<file path="config.mk">
export PLATFORM = sky130hd
export DESIGN_NAME = axi_lite_read_slave_flat
export DESIGN_NICKNAME = d
export VERILOG_FILES = /design/src/rtl/axi_lite_read_slave_if.sv /design/src/rtl/axi_lite_read_slave.sv /design/src/flat_wrapper.sv
export SDC_FILE = /design/constraint.sdc
export NUM_CORES = 1
export LEC_CHECK = 0
export CAP_MARGIN = 20
export CELL_PAD_IN_SITES_DETAIL_PLACEMENT = 0
export CELL_PAD_IN_SITES_GLOBAL_PLACEMENT = 1
export CORE_MARGIN = 4
export CORE_UTILIZATION = 27
export CTS_CLUSTER_DIAMETER = 120
export DETAILED_ROUTE_END_ITERATION = 10
export PLACE_DENSITY_LB_ADDON = 0.3
export SYNTH_ARGS = -nofsm -noshare
export SYNTH_HDL_FRONTEND = slang
export SYNTH_SLANG_ARGS = --single-unit
export TNS_END_PERCENT = 1
</file>
<file path="constraint.sdc">
create_clock -name ACLK -period 2.75 [get_ports ACLK]
set_clock_uncertainty 0.1 [all_clocks]
set_input_delay 0.55 -clock ACLK [delete_from_list [all_inputs] [get_ports ACLK]]
set_output_delay 0.55 -clock ACLK [all_outputs]
set_load 0.01 [all_outputs]
</file>
<file path="src/rtl/axi_lite_read_slave_if.sv">
// AXI4-Lite read-channel bundle (AR + R) shared between the interconnect master
// and the register-bank read responder.
interface axi_lite_read_slave_if #(
    parameter int ADDR_WIDTH = 32,
    parameter int DATA_WIDTH = 32
);
    logic                  ARVALID;
    logic                  ARREADY;
    logic [ADDR_WIDTH-1:0] ARADDR;
    logic [2:0]            ARPROT;
    logic                  RVALID;
    logic                  RREADY;
    logic [DATA_WIDTH-1:0] RDATA;
    logic [1:0]            RRESP;

    modport master (
        output ARVALID, ARADDR, ARPROT, RREADY,
        input  ARREADY, RVALID, RDATA, RRESP
    );

    modport slave (
        input  ARVALID, ARADDR, ARPROT, RREADY,
        output ARREADY, RVALID, RDATA, RRESP
    );
endinterface

</file>
<file path="src/rtl/axi_lite_read_slave.sv">
// AXI4-Lite read responder: one fixed-latency local read per AR, OKAY/SLVERR on R.
// Optional one-entry AR skid buffer during RESP is enabled by AXIL_RD_SKID_EN.
module axi_lite_read_slave #(
    parameter int ADDR_WIDTH = 32,
    parameter int DATA_WIDTH = 32,
    parameter int NUM_REGS   = 16,
    parameter int RD_LATENCY = 2
) (
    input  logic                        ACLK,
    input  logic                        ARESETn,
    axi_lite_read_slave_if.slave        axil,
    output logic                        rd_req,
    output logic [$clog2(NUM_REGS)-1:0] rd_addr,
    output logic [2:0]                  rd_prot,
    input  logic [DATA_WIDTH-1:0]       rd_data
);
    localparam int IDX_W = $clog2(NUM_REGS);
    localparam int CNT_W = (RD_LATENCY > 1) ? $clog2(RD_LATENCY) : 1;
    localparam logic [ADDR_WIDTH-1:0] ADDR_LIMIT = ADDR_WIDTH'(NUM_REGS * 4);

    typedef enum logic [1:0] {IDLE, REQ, WAIT, RESP} state_t;

    state_t                state, state_next;
    logic [CNT_W-1:0]      cnt;
    logic                  arready_q, arready_next;
    logic [DATA_WIDTH-1:0] rdata_q;
    logic [1:0]            rresp_q;
    logic                  ar_hs, r_hs, start, sel_ok;
    logic [ADDR_WIDTH-1:0] sel_addr;
    logic [2:0]            sel_prot;
`ifdef AXIL_RD_SKID_EN
    logic                  buf_valid, buf_valid_next, buf_load;
    logic [ADDR_WIDTH-1:0] buf_addr;
    logic [2:0]            buf_prot;
`endif

    assign axil.ARREADY = arready_q;
    assign axil.RVALID  = (state == RESP);
    assign axil.RDATA   = rdata_q;
    assign axil.RRESP   = rresp_q;
    assign rd_req       = (state == REQ);
    assign ar_hs        = axil.ARVALID && arready_q;
    assign r_hs         = (state == RESP) && axil.RREADY;

    // ARREADY is registered from the next state so it never follows ARVALID
    // and stays low during reset until the first edge after release.
    always_comb begin
        state_next   = state;
        start        = 1'b0;
        sel_addr     = axil.ARADDR;
        sel_prot     = axil.ARPROT;
`ifdef AXIL_RD_SKID_EN
        buf_load       = 1'b0;
        buf_valid_next = buf_valid;
`endif
        case (state)
            IDLE: if (ar_hs) start = 1'b1;
            REQ:  state_next = WAIT;
            WAIT: if (cnt == '0) state_next = RESP;
            RESP: begin
`ifdef AXIL_RD_SKID_EN
                if (r_hs) begin
                    if (buf_valid) begin
                        start          = 1'b1;
                        sel_addr       = buf_addr;
                        sel_prot       = buf_prot;
                        buf_valid_next = 1'b0;
                    end else if (ar_hs) begin
                        start = 1'b1;
                    end else begin
                        state_next = IDLE;
                    end
                end else if (ar_hs) begin
                    buf_load       = 1'b1;
                    buf_valid_next = 1'b1;
                end
`else
                if (r_hs) state_next = IDLE;
`endif
            end
            default: state_next = IDLE;
        endcase

        sel_ok = (sel_addr[1:0] == 2'b00) && (sel_addr < ADDR_LIMIT);
        if (start) state_next = sel_ok ? REQ : RESP;

`ifdef AXIL_RD_SKID_EN
        arready_next = (state_next == IDLE) || ((state_next == RESP) && !buf_valid_next);
`else
        arready_next = (state_next == IDLE);
`endif
    end

    always_ff @(posedge ACLK or posedge ARESETn) begin
        if (ARESETn) begin
            state     <= IDLE;
            arready_q <= 1'b0;
        end else begin
            state     <= state_next;
            arready_q <= arready_next;
        end
    end

    // Decode errors skip the local port and answer with zero data straight away.
    always_ff @(posedge ACLK or posedge ARESETn) begin
        if (ARESETn) begin
            cnt     <= '0;
            rdata_q <= '0;
            rresp_q <= 2'b00;
            rd_addr <= '0;
            rd_prot <= 3'b000;
        end else begin
            if (start && sel_ok) begin
                rd_addr <= sel_addr[IDX_W+1:2];
                rd_prot <= sel_prot;
            end
            if (start && !sel_ok) begin
                rdata_q <= '0;
                rresp_q <= 2'b10;
            end
            if (state == REQ) begin
                cnt <= CNT_W'(RD_LATENCY - 1);
            end else if ((state == WAIT) && (cnt != '0)) begin
                cnt <= cnt - CNT_W'(1);
            end
            if ((state == WAIT) && (cnt == '0)) begin
                rdata_q <= rd_data;
                rresp_q <= 2'b00;
            end
        end
    end

`ifdef AXIL_RD_SKID_EN
    always_ff @(posedge ACLK or posedge ARESETn) begin
        if (ARESETn) begin
            buf_valid <= 1'b0;
            buf_addr  <= '0;
            buf_prot  <= 3'b000;
        end else begin
            buf_valid <= buf_valid_next;
            if (buf_load) begin
                buf_addr <= axil.ARADDR;
                buf_prot <= axil.ARPROT;
            end
        end
    end
`endif
endmodule

</file>
<file path="src/flat_wrapper.sv">
// flat-port wrapper written by rule: the top's interface ports become plain ports
module axi_lite_read_slave_flat 
#(
    parameter int ADDR_WIDTH = 32,
    parameter int DATA_WIDTH = 32,
    parameter int NUM_REGS   = 16,
    parameter int RD_LATENCY = 2
)
  (ACLK, ARESETn, rd_req, rd_addr, rd_prot, rd_data, axil_ARVALID, axil_ARADDR, axil_ARPROT, axil_RREADY, axil_ARREADY, axil_RVALID, axil_RDATA, axil_RRESP);
  axi_lite_read_slave_if #(.ADDR_WIDTH(ADDR_WIDTH), .DATA_WIDTH(DATA_WIDTH)) axil_i ();
  input  logic ACLK;
  input  logic ARESETn;
  output logic rd_req;
  output logic [$clog2(NUM_REGS)-1:0] rd_addr;
  output logic [2:0] rd_prot;
  input  logic [DATA_WIDTH-1:0] rd_data;
  input wire logic [$bits(axil_i.ARVALID)-1:0] axil_ARVALID;
  input wire logic [$bits(axil_i.ARADDR)-1:0] axil_ARADDR;
  input wire logic [$bits(axil_i.ARPROT)-1:0] axil_ARPROT;
  input wire logic [$bits(axil_i.RREADY)-1:0] axil_RREADY;
  output wire logic [$bits(axil_i.ARREADY)-1:0] axil_ARREADY;
  output wire logic [$bits(axil_i.RVALID)-1:0] axil_RVALID;
  output wire logic [$bits(axil_i.RDATA)-1:0] axil_RDATA;
  output wire logic [$bits(axil_i.RRESP)-1:0] axil_RRESP;
  assign axil_i.ARVALID = axil_ARVALID;
  assign axil_i.ARADDR = axil_ARADDR;
  assign axil_i.ARPROT = axil_ARPROT;
  assign axil_i.RREADY = axil_RREADY;
  assign axil_ARREADY = axil_i.ARREADY;
  assign axil_RVALID = axil_i.RVALID;
  assign axil_RDATA = axil_i.RDATA;
  assign axil_RRESP = axil_i.RRESP;
  axi_lite_read_slave #(.ADDR_WIDTH(ADDR_WIDTH), .DATA_WIDTH(DATA_WIDTH), .NUM_REGS(NUM_REGS), .RD_LATENCY(RD_LATENCY)) u_core (.ACLK(ACLK), .ARESETn(ARESETn), .axil(axil_i), .rd_req(rd_req), .rd_addr(rd_addr), .rd_prot(rd_prot), .rd_data(rd_data));
endmodule
</file>
-- Word level (Yosys, flattened, before mapping)
Cells that the tools add are included.
- input bits: 71
- output and inout port bits: 44
- flip-flop bits (word level): 45
- word-level logic and storage cells: 39
- multiplexer cells: 13
- bitwise operators: 1
- order comparisons: 1
- reductions and logical operators: 13
- equal/unequal tests: 3
- add/sub/neg operators: 1
- operator list (operator ; number):
    32-bit 2-to-1 mux ; 2
    32-bit by 7-bit less-than comparator with 1-bit output (second input constant) ; 1
    2-bit 2-to-1 mux ; 6
    1-bit logical AND ; 7
    2-bit zero test ; 3
    2-bit one-hot mux with 3 select lines ; 1
    2-bit equality test (second input constant) ; 2
    1-bit 2-to-1 mux ; 4
    2-bit nonzero test ; 2
    2-bit by 1-bit equality test with 1-bit output (second input constant) ; 1
    1-bit zero test ; 1
    1-bit NOT ; 1
    1-bit subtractor (second input constant) ; 1

-- Longest topological paths before layout
Gate-level depths: netlist of run 1.
- depth after elaboration: 6
- gate-level depth with buffers: 5
- depth with buffers taken out: 4

-- Worst setup path after synthesis of run 1
No wires, ideal clock.
- kind: input port to flip-flop
- start point: in axil_ARADDR[22]
- end point: reg u_core.rd_addr[0]
- setup time: 0.125 ns
- arrival: 1.834 ns
- buffers on the path: 0
- stages: 4
- required time: 2.525 ns
- slack: 0.691 ns
- cells stage by stage: nor4_1 nand4_1 nor4_4 mux2_2
- longest elaborated chain between the ends: 3
- ends and longest elaborated chain (item ; RTL line ; text):
    start, declared ; flat_wrapper.sv:18 ; input wire logic [$bits(axil_i.ARADDR)-1:0] axil_ARADDR;
    32-bit by 7-bit less-than comparator with 1-bit output ; axi_lite_read_slave.sv:84 ; sel_ok = (sel_addr[1:0] == 2'b00) && (sel_addr < ADDR_LIMIT);
    1-bit logical AND ; axi_lite_read_slave.sv:84 ;
    1-bit logical AND ; axi_lite_read_slave.sv:113 ; if (start && sel_ok) begin
    end signal, assigned ; axi_lite_read_slave.sv:114 ; rd_addr <= sel_addr[IDX_W+1:2];
    end, declared ; axi_lite_read_slave.sv:13 ; output logic [$clog2(NUM_REGS)-1:0] rd_addr,
No other way between the ends.
A chain may end at the register's enable or synchronous reset.

-- Worst setup path in the final report of run 1
- start point: in axil_ARADDR[1]
- end point: reg u_core.rdata_q[2] (netlist: u_core.axil.RDATA[2])
- longest elaborated chain between the ends: 5
- elaborated cells on any way between the ends: 6
- those cells by class: 1 x order compare; 5 x reduce/logical
- ends and longest elaborated chain (item ; RTL line ; text):
    32-bit by 7-bit less-than comparator with 1-bit output / 2-bit zero test (equally long branches) ; axi_lite_read_slave.sv:84 ;
    1-bit logical AND (*) ; axi_lite_read_slave.sv:84 ;
    1-bit zero test (*) ; axi_lite_read_slave.sv:117 ; if (start && !sel_ok) begin
    1-bit logical AND (*) ; axi_lite_read_slave.sv:117 ;
    2-bit nonzero test (no source line) (*) ; - ;
    end signal, assigned ; axi_lite_read_slave.sv:127 ; rdata_q <= rd_data;
    end, declared ; axi_lite_read_slave.sv:26 ; logic [DATA_WIDTH-1:0] rdata_q;
Mark *: on every way between the ends. The rest lies on a longest branch, timed or not.

==> impl_metrics.yaml, run 1 <==
status:
  status: "finished clean"
routing:
  wl_per_cell_um: 14.0
  highest_layer: "met4"
  route.met2.wl_um: 2570
  met3_length_um: 398
  drc: 0
  vias_per_cell: 4.51
  vias: 1723
  drt-met1-wl_um: 2320
  firstDrtPassIters: 4
  drt-total-wl_um: 5360
  drtIter0Drc: 64
  ant_nets: 0
sta:
  setup_viol: 0
  fin_crit_sh_pct: 82.4
  hold_viol_final: 0
  period_minus_slack_ns: 2.27
  slew_viol_final: 0
  max-slew-margin-rel_pct: 60.9
  clock.fmax_ghz: 0.441
  tns_ns: 0
  rsz0062_at_grt: "no"
  hold_ws_ns: 0.397
  worst_slew_pin_slew_ns: 0.584
logic_synthesis:
  syn_inst: 189
  async_flop_share_pct: 100
  syn_avg_cell_area_um2: 9.62
  yosys.area.top_type: "dfrtp_1"
  synth_top_area_share_pct: 60.6
  synth_ff_type: "dfrtp_1"
  synth_seq_area_share_pct: 60.6
  synthTopCellsByArea: "dfrtp_1, nand2_1, o21ai_0, mux2_2, nor4_1"
  syn_area_um2: 1820
  ys_types: 23
  synth_edf_count: 0
  ys_ff_latch: 44
  ys_warn_count: 0
  syn-num-nets: 260
global_route:
  antenna_found_initial: 0
  grt_use_total_pct: 13.3
  grt_pass1_wl_um: 8910
  grt-ovfl-total: 0
  grt_max_degree: 45
  grt_pass1_vias: 1813
power_and_ir_drop:
  p_per_area_nw_per_um2: 944
  pwr-share-comb_pct: 47.2
  ir_drop_uv: 371
  seq_power_share_pct: 36.0
  p_switching_mw: 1.06
  p_leak_nw: 1.36
  power_mw: 2.98
  sw_frac_of_total_pct: 35.6
  intPower_mw: 1.92
  p_clk_share_pct: 16.8
cells_and_area:
  nets: 375
  layout-drive-gt1-share_pct: 8.20
  synthToLayoutAreaGrowth_pct: 73.5
  antennaDiodeCount: 0
  fillers: 646
floorplan:
  core_um2: 6460
  dieHeight_um: 90.1
  die_width_um: 90.1
  rows: 29
  start_util_pct: 28.1
  die-area_um2: 8110
  boundaryPins: 115
clocking:
  cts-root-buf: "clkbuf_8"
  cts_tree: "built"
  post_cts_buffers: 0
  ctsHoldBuffers: 0
  numCtsBuffers: 5
  clkSlewWorstSetupHoldPaths_ns: 0.08
  htree_levels: 2
  cts_resized: 0
  clock_sinks: 44
  insertion_delay_ns: 0.29
  cts_max_path_buffers: 2
placed_design:
  hpwl_um: 3980
  place.gp.congestion: 0.741
  io_buffers: 113
critical_path:
  worst_setup_path_start_kind: "primary input"
  cp.required_ns: 2.86
  cp_max_fo: 32
  crit_path_end_kind: "flip-flop"
  worstSetupPathType: "in2reg"
  arrival_ns: 2.37
flow_run:
  max-cap-violations: 0
min_path:
  min_path_type: "reg2reg"
==> Yosys cell counts (2+ instances only) <==
cell       n
nand2_1   68
dfrtp_1   44
o21ai_0   31
mux2_2     7
clkbuf_1   6
nor4_1     6
nor2_1     5
clkbuf_2   3
inv_1      3
and3_1     2
o21ai_1    2
==> power groups by stage <==
stage | registers, mW | clock network (mW) | logic (mW)
after floorplan | 1.18 | 0 | 0.526
after global placement | 1.08 | 0 | 1.42
after detailed placement | 1.09 | 0 | 1.45
after CTS | 1.08 | 0.518 | 1.45
after global routing | 1.12 | 0.541 | 1.56
final | 1.07 | 0.500 | 1.41
==> area by class of cell <==
| class | instances | area (µm²) | area share, % |
|---|---|---|---|
| clock buffer | 5 | 68.8 | 2.18 |
| clock inverter | 3 | 42.5 | 1.35 |
| inverter | 3 | 11.3 | 0.357 |
| multi-input combinational | 132 | 666 | 21.1 |
| sequential | 44 | 1100 | 34.9 |
| tap | 77 | 96.3 | 3.05 |
| timing repair buffer | 118 | 1170 | 37.0 |
==> layout by cell type, fill, tap and decap left out, types with 2 or more instances in the layout <==
cell and n:
nor2_1 5, o21ai_0 31, buf_4 5, clkbuf_8 5, dfrtp_1 44, clkdlybuf4s50_1 113, and3_1 2, mux2_2 7
inv_1 2, nand2_1 68, nor4_1 6, o21ai_1 2
==> worst max-delay path, stage by stage <==
cell and delay (ns):
clkdlybuf4s50_1 0.40, nor4_1 0.30, nand4_1 0.24, o31a_2 0.62, o21ai_0 0.26
==> kinds of logic after synthesis <==
family,count (synthesis),synth area share (%)
and+or+nand+nor,87,21.1
DFF,44,60.6
AOI/OAI and AO/OA,37,10.7
buffers and inverters,13,3.10
muxes,7,4.34
other,1,0.206
==> worst paths after layout <==
kind | startpoint | to | slack [ns] | cells after the start
min | u_core.axil.RRESP[1]$_DFFE_PP0P_ | u_core.axil.RRESP[1]$_DFFE_PP0P_ | 0.40 | 2
max | axil_ARADDR[1] | u_core.axil.RDATA[2]$_DFFE_PP0P_ | 0.48 | 5
min in group asynchronous | ARESETn | u_core.axil.RDATA[31]$_DFFE_PP0P_ | 0.60 | 3
min reg2reg | u_core.axil.RRESP[1]$_DFFE_PP0P_ | u_core.axil.RRESP[1]$_DFFE_PP0P_ | 0.40 | 2
max in group asynchronous | ARESETn | u_core.rd_addr[3]$_DFFE_PP0P_ | 1.57 | 3
max reg2reg | u_core.state[1]$_DFF_PP0_ | u_core.rd_prot[2]$_DFFE_PP0P_ | 0.86 | 5
==> registers in the layout, indices dropped and copies added (netlist names) <==
register             count
u_core.axil.ARREADY      1
u_core.axil.RDATA       32
u_core.axil.RRESP        1
u_core.cnt               1
u_core.rd_addr           4
u_core.rd_prot           3
u_core.state             2
==> metrics by stage <==
step | cells | utilization, % | setup slack [ns] | instance area (µm²)
5_1_grt | 382 | 48.8 | 0.377 | 3150
2_1_floorplan | 189 | - | 0.691 | 1820
3_3_place_gp | 374 | 47.1 | 0.219 | 3040
6_report | 382 | 48.8 | 0.485 | 3150
4_1_cts | 382 | 48.8 | 0.443 | 3150
3_5_place_dp | 374 | 47.1 | 0.123 | 3040
==> routing by layer <==
layer	vias up	global-route usage, %
li1	855	-
met1	796	16.0
met2	66	22.5
met3	6	4.17
met4	0	4.59
met5	-	0
Power figures use the tool's default switching activity.
==> run 2, diff against run 1 <==
--- a/config.mk
+++ b/config.mk
@@ -9,7 +9,7 @@
 export CELL_PAD_IN_SITES_DETAIL_PLACEMENT = 0
 export CELL_PAD_IN_SITES_GLOBAL_PLACEMENT = 1
 export CORE_MARGIN = 4
-export CORE_UTILIZATION = 27
+export CORE_UTILIZATION = 23
 export CTS_CLUSTER_DIAMETER = 120
 export DETAILED_ROUTE_END_ITERATION = 10
 export PLACE_DENSITY_LB_ADDON = 0.3
==> constraint.sdc (replaced) <==
create_clock -name ACLK -period 2 [get_ports ACLK]
set_clock_uncertainty 0.1 [all_clocks]
set_input_delay 0.4 -clock ACLK [delete_from_list [all_inputs] [get_ports ACLK]]
set_output_delay 0.4 -clock ACLK [all_outputs]
set_load 0.01 [all_outputs]
==> run 2 against run 1 <==
Compared with the run above:
- routed wire length grew 7.5%
- first-iteration DRC count rose by 7.8%
- sequential share of layout area decreased by 2.4 points
- register-to-register slack got worse by 0.70 ns
- cell area is 7.3% higher
- via count up 2.0%
- clock power increased by 45%
- clock-buffer cell count rose by 1
- setup slack got worse by 0.43 ns
- non-clock buffer count up 9
- combinational power is 43% higher
- critical path type unchanged
==> impl_metrics.yaml, run 2 (synthesis results as in run 1) <==
status:
  status: "finished clean"
power_and_ir_drop:
  p_per_area_nw_per_um2: 1240
  ir_drop_uv: 528
  intPower_mw: 2.71
  p_clk_share_pct: 17.3
  pwr-share-comb_pct: 47.9
  seq_power_share_pct: 34.8
  power_mw: 4.20
  sw_frac_of_total_pct: 35.4
  p_switching_mw: 1.49
  p_leak_nw: 1.57
critical_path:
  cp.required_ns: 2.08
  worst_setup_path_start_kind: "primary input"
  arrival_ns: 2.03
  crit_path_end_kind: "flip-flop"
  cp_max_fo: 7
  worstSetupPathType: "in2reg"
  r2r_cells: 5
min_path:
  min_path_type: "in2async"
floorplan:
  dieHeight_um: 96.9
  boundaryPins: 115
  rows: 32
  die_width_um: 96.9
  start_util_pct: 23.6
  core_um2: 7690
  die-area_um2: 9390
clocking:
  clock_sinks: 44
  htree_levels: 2
  numCtsBuffers: 5
  cts_tree: "built"
  ctsHoldBuffers: 0
  clkSlewWorstSetupHoldPaths_ns: 0.09
  insertion_delay_ns: 0.30
  cts_max_path_buffers: 2
  cts-root-buf: "clkbuf_8"
cells_and_area:
  layout-drive-gt1-share_pct: 12.7
  nets: 384
  final_cell_mix: "clkdlybuf4s50_1, nand2_1, dfrtp_1"
  final_common_cell: "clkdlybuf4s50_1"
  synthToLayoutAreaGrowth_pct: 86.1
  largest_register_ffs: 32
  antennaDiodeCount: 0
sta:
  fin_crit_sh_pct: 97.4
  tns_ns: 0
  slew_viol_final: 0
  period_minus_slack_ns: 1.95
  setup_viol: 0
  clock.fmax_ghz: 0.514
  rsz0062_at_grt: "no"
  hold_viol_final: 0
flow_run:
  max-cap-violations: 0
global_route:
  grt-ovfl-total: 0
  grt_pass1_vias: 1887
  antenna_found_initial: 0
  grt_use_total_pct: 11.9
  grt_max_degree: 19
  grt_pass1_wl_um: 9230
routing:
  vias: 1757
  vias_per_cell: 4.22
  drt-total-wl_um: 5760
  wl_per_cell_um: 13.9
  drc: 0
  drtIter0Drc: 69
  ant_nets: 0
  firstDrtPassIters: 4
placed_design:
  hpwl_um: 4240
  place.gp.congestion: 0.701
  io_buffers: 113
==> run 2: power by group through the flow <==
stage               Combinational, mW  Clock (mW)  Sequential [mW]
floorplan                       0.723           0             1.62
global placement                 2.03           0             1.47
detailed placement               2.06           0             1.48
CTS                              2.06       0.758             1.47
global route                     2.24       0.796             1.52
finish                           2.01       0.725             1.46
==> run 2: final timing paths <==
check                                                       from                                 to  slack, ns
worst max-delay path                             axil_ARADDR[11]      u_core.rd_prot[1]$_DFFE_PP0P_       0.05
worst min-delay path                                     ARESETn  u_core.axil.RDATA[13]$_DFFE_PP0P_       0.29
max in group asynchronous                                ARESETn      u_core.rd_addr[3]$_DFFE_PP0P_       0.96
min in group ACLK               u_core.axil.RRESP[1]$_DFFE_PP0P_   u_core.axil.RRESP[1]$_DFFE_PP0P_       0.38
worst min register to register  u_core.axil.RRESP[1]$_DFFE_PP0P_   u_core.axil.RRESP[1]$_DFFE_PP0P_       0.38
worst max register to register         u_core.state[0]$_DFF_PP0_      u_core.rd_prot[1]$_DFFE_PP0P_       0.16
==> run 2: critical path: stages <==
cell             delay, ns
clkdlybuf4s50_1       0.39
or4_4                 0.46
nor4_4                0.28
buf_6                 0.19
mux2_4                0.31
==> run 2: cell type report <==
cell class	count	area, µm²
Fill cell	760	4300
Timing Repair Buffer	127	1300
Sequential cell	44	1100
Multi-Input combinational cell	132	726
Tap cell	102	128
Clock buffer	6	82.6
Clock inverter	2	38.8
Inverter	3	11.3
==> run 2: what timing repair did <==
item                       4_1_cts  5_1_grt
setup endpoints to repair       38       32
resized for setup                7       29
hold endpoints to repair         0        0
buffers inserted                 0        1
pin swaps                        1        9
==> run 2: through the flow <==
stage | util [%] | instance area [µm²] | setup slack, ns | hold WS, ns | std cells
CTS | 42.6 | 3280 | -0.0683 | 0.316 | 415
finish | 44.0 | 3380 | 0.0528 | 0.294 | 416
global placement | 40.9 | 3150 | -0.374 | 0.362 | 407
detailed placement | 40.9 | 3150 | -0.403 | 0.365 | 407
global route | 44.0 | 3380 | 0.0114 | 0.313 | 416
floorplan | - | 1820 | 0.0911 | 0.404 | 189
==> run 2: layer usage <==
layer / vias up / track usage (%) / part of all wire, %
li1: 872 / - / -
met1: 825 / 14.4 / 43
met2: 56 / 20.6 / 50
met3: 4 / 3.75 / 6.2
met4: 0 / 2.59 / 0.69
met5: - / 0 / 0
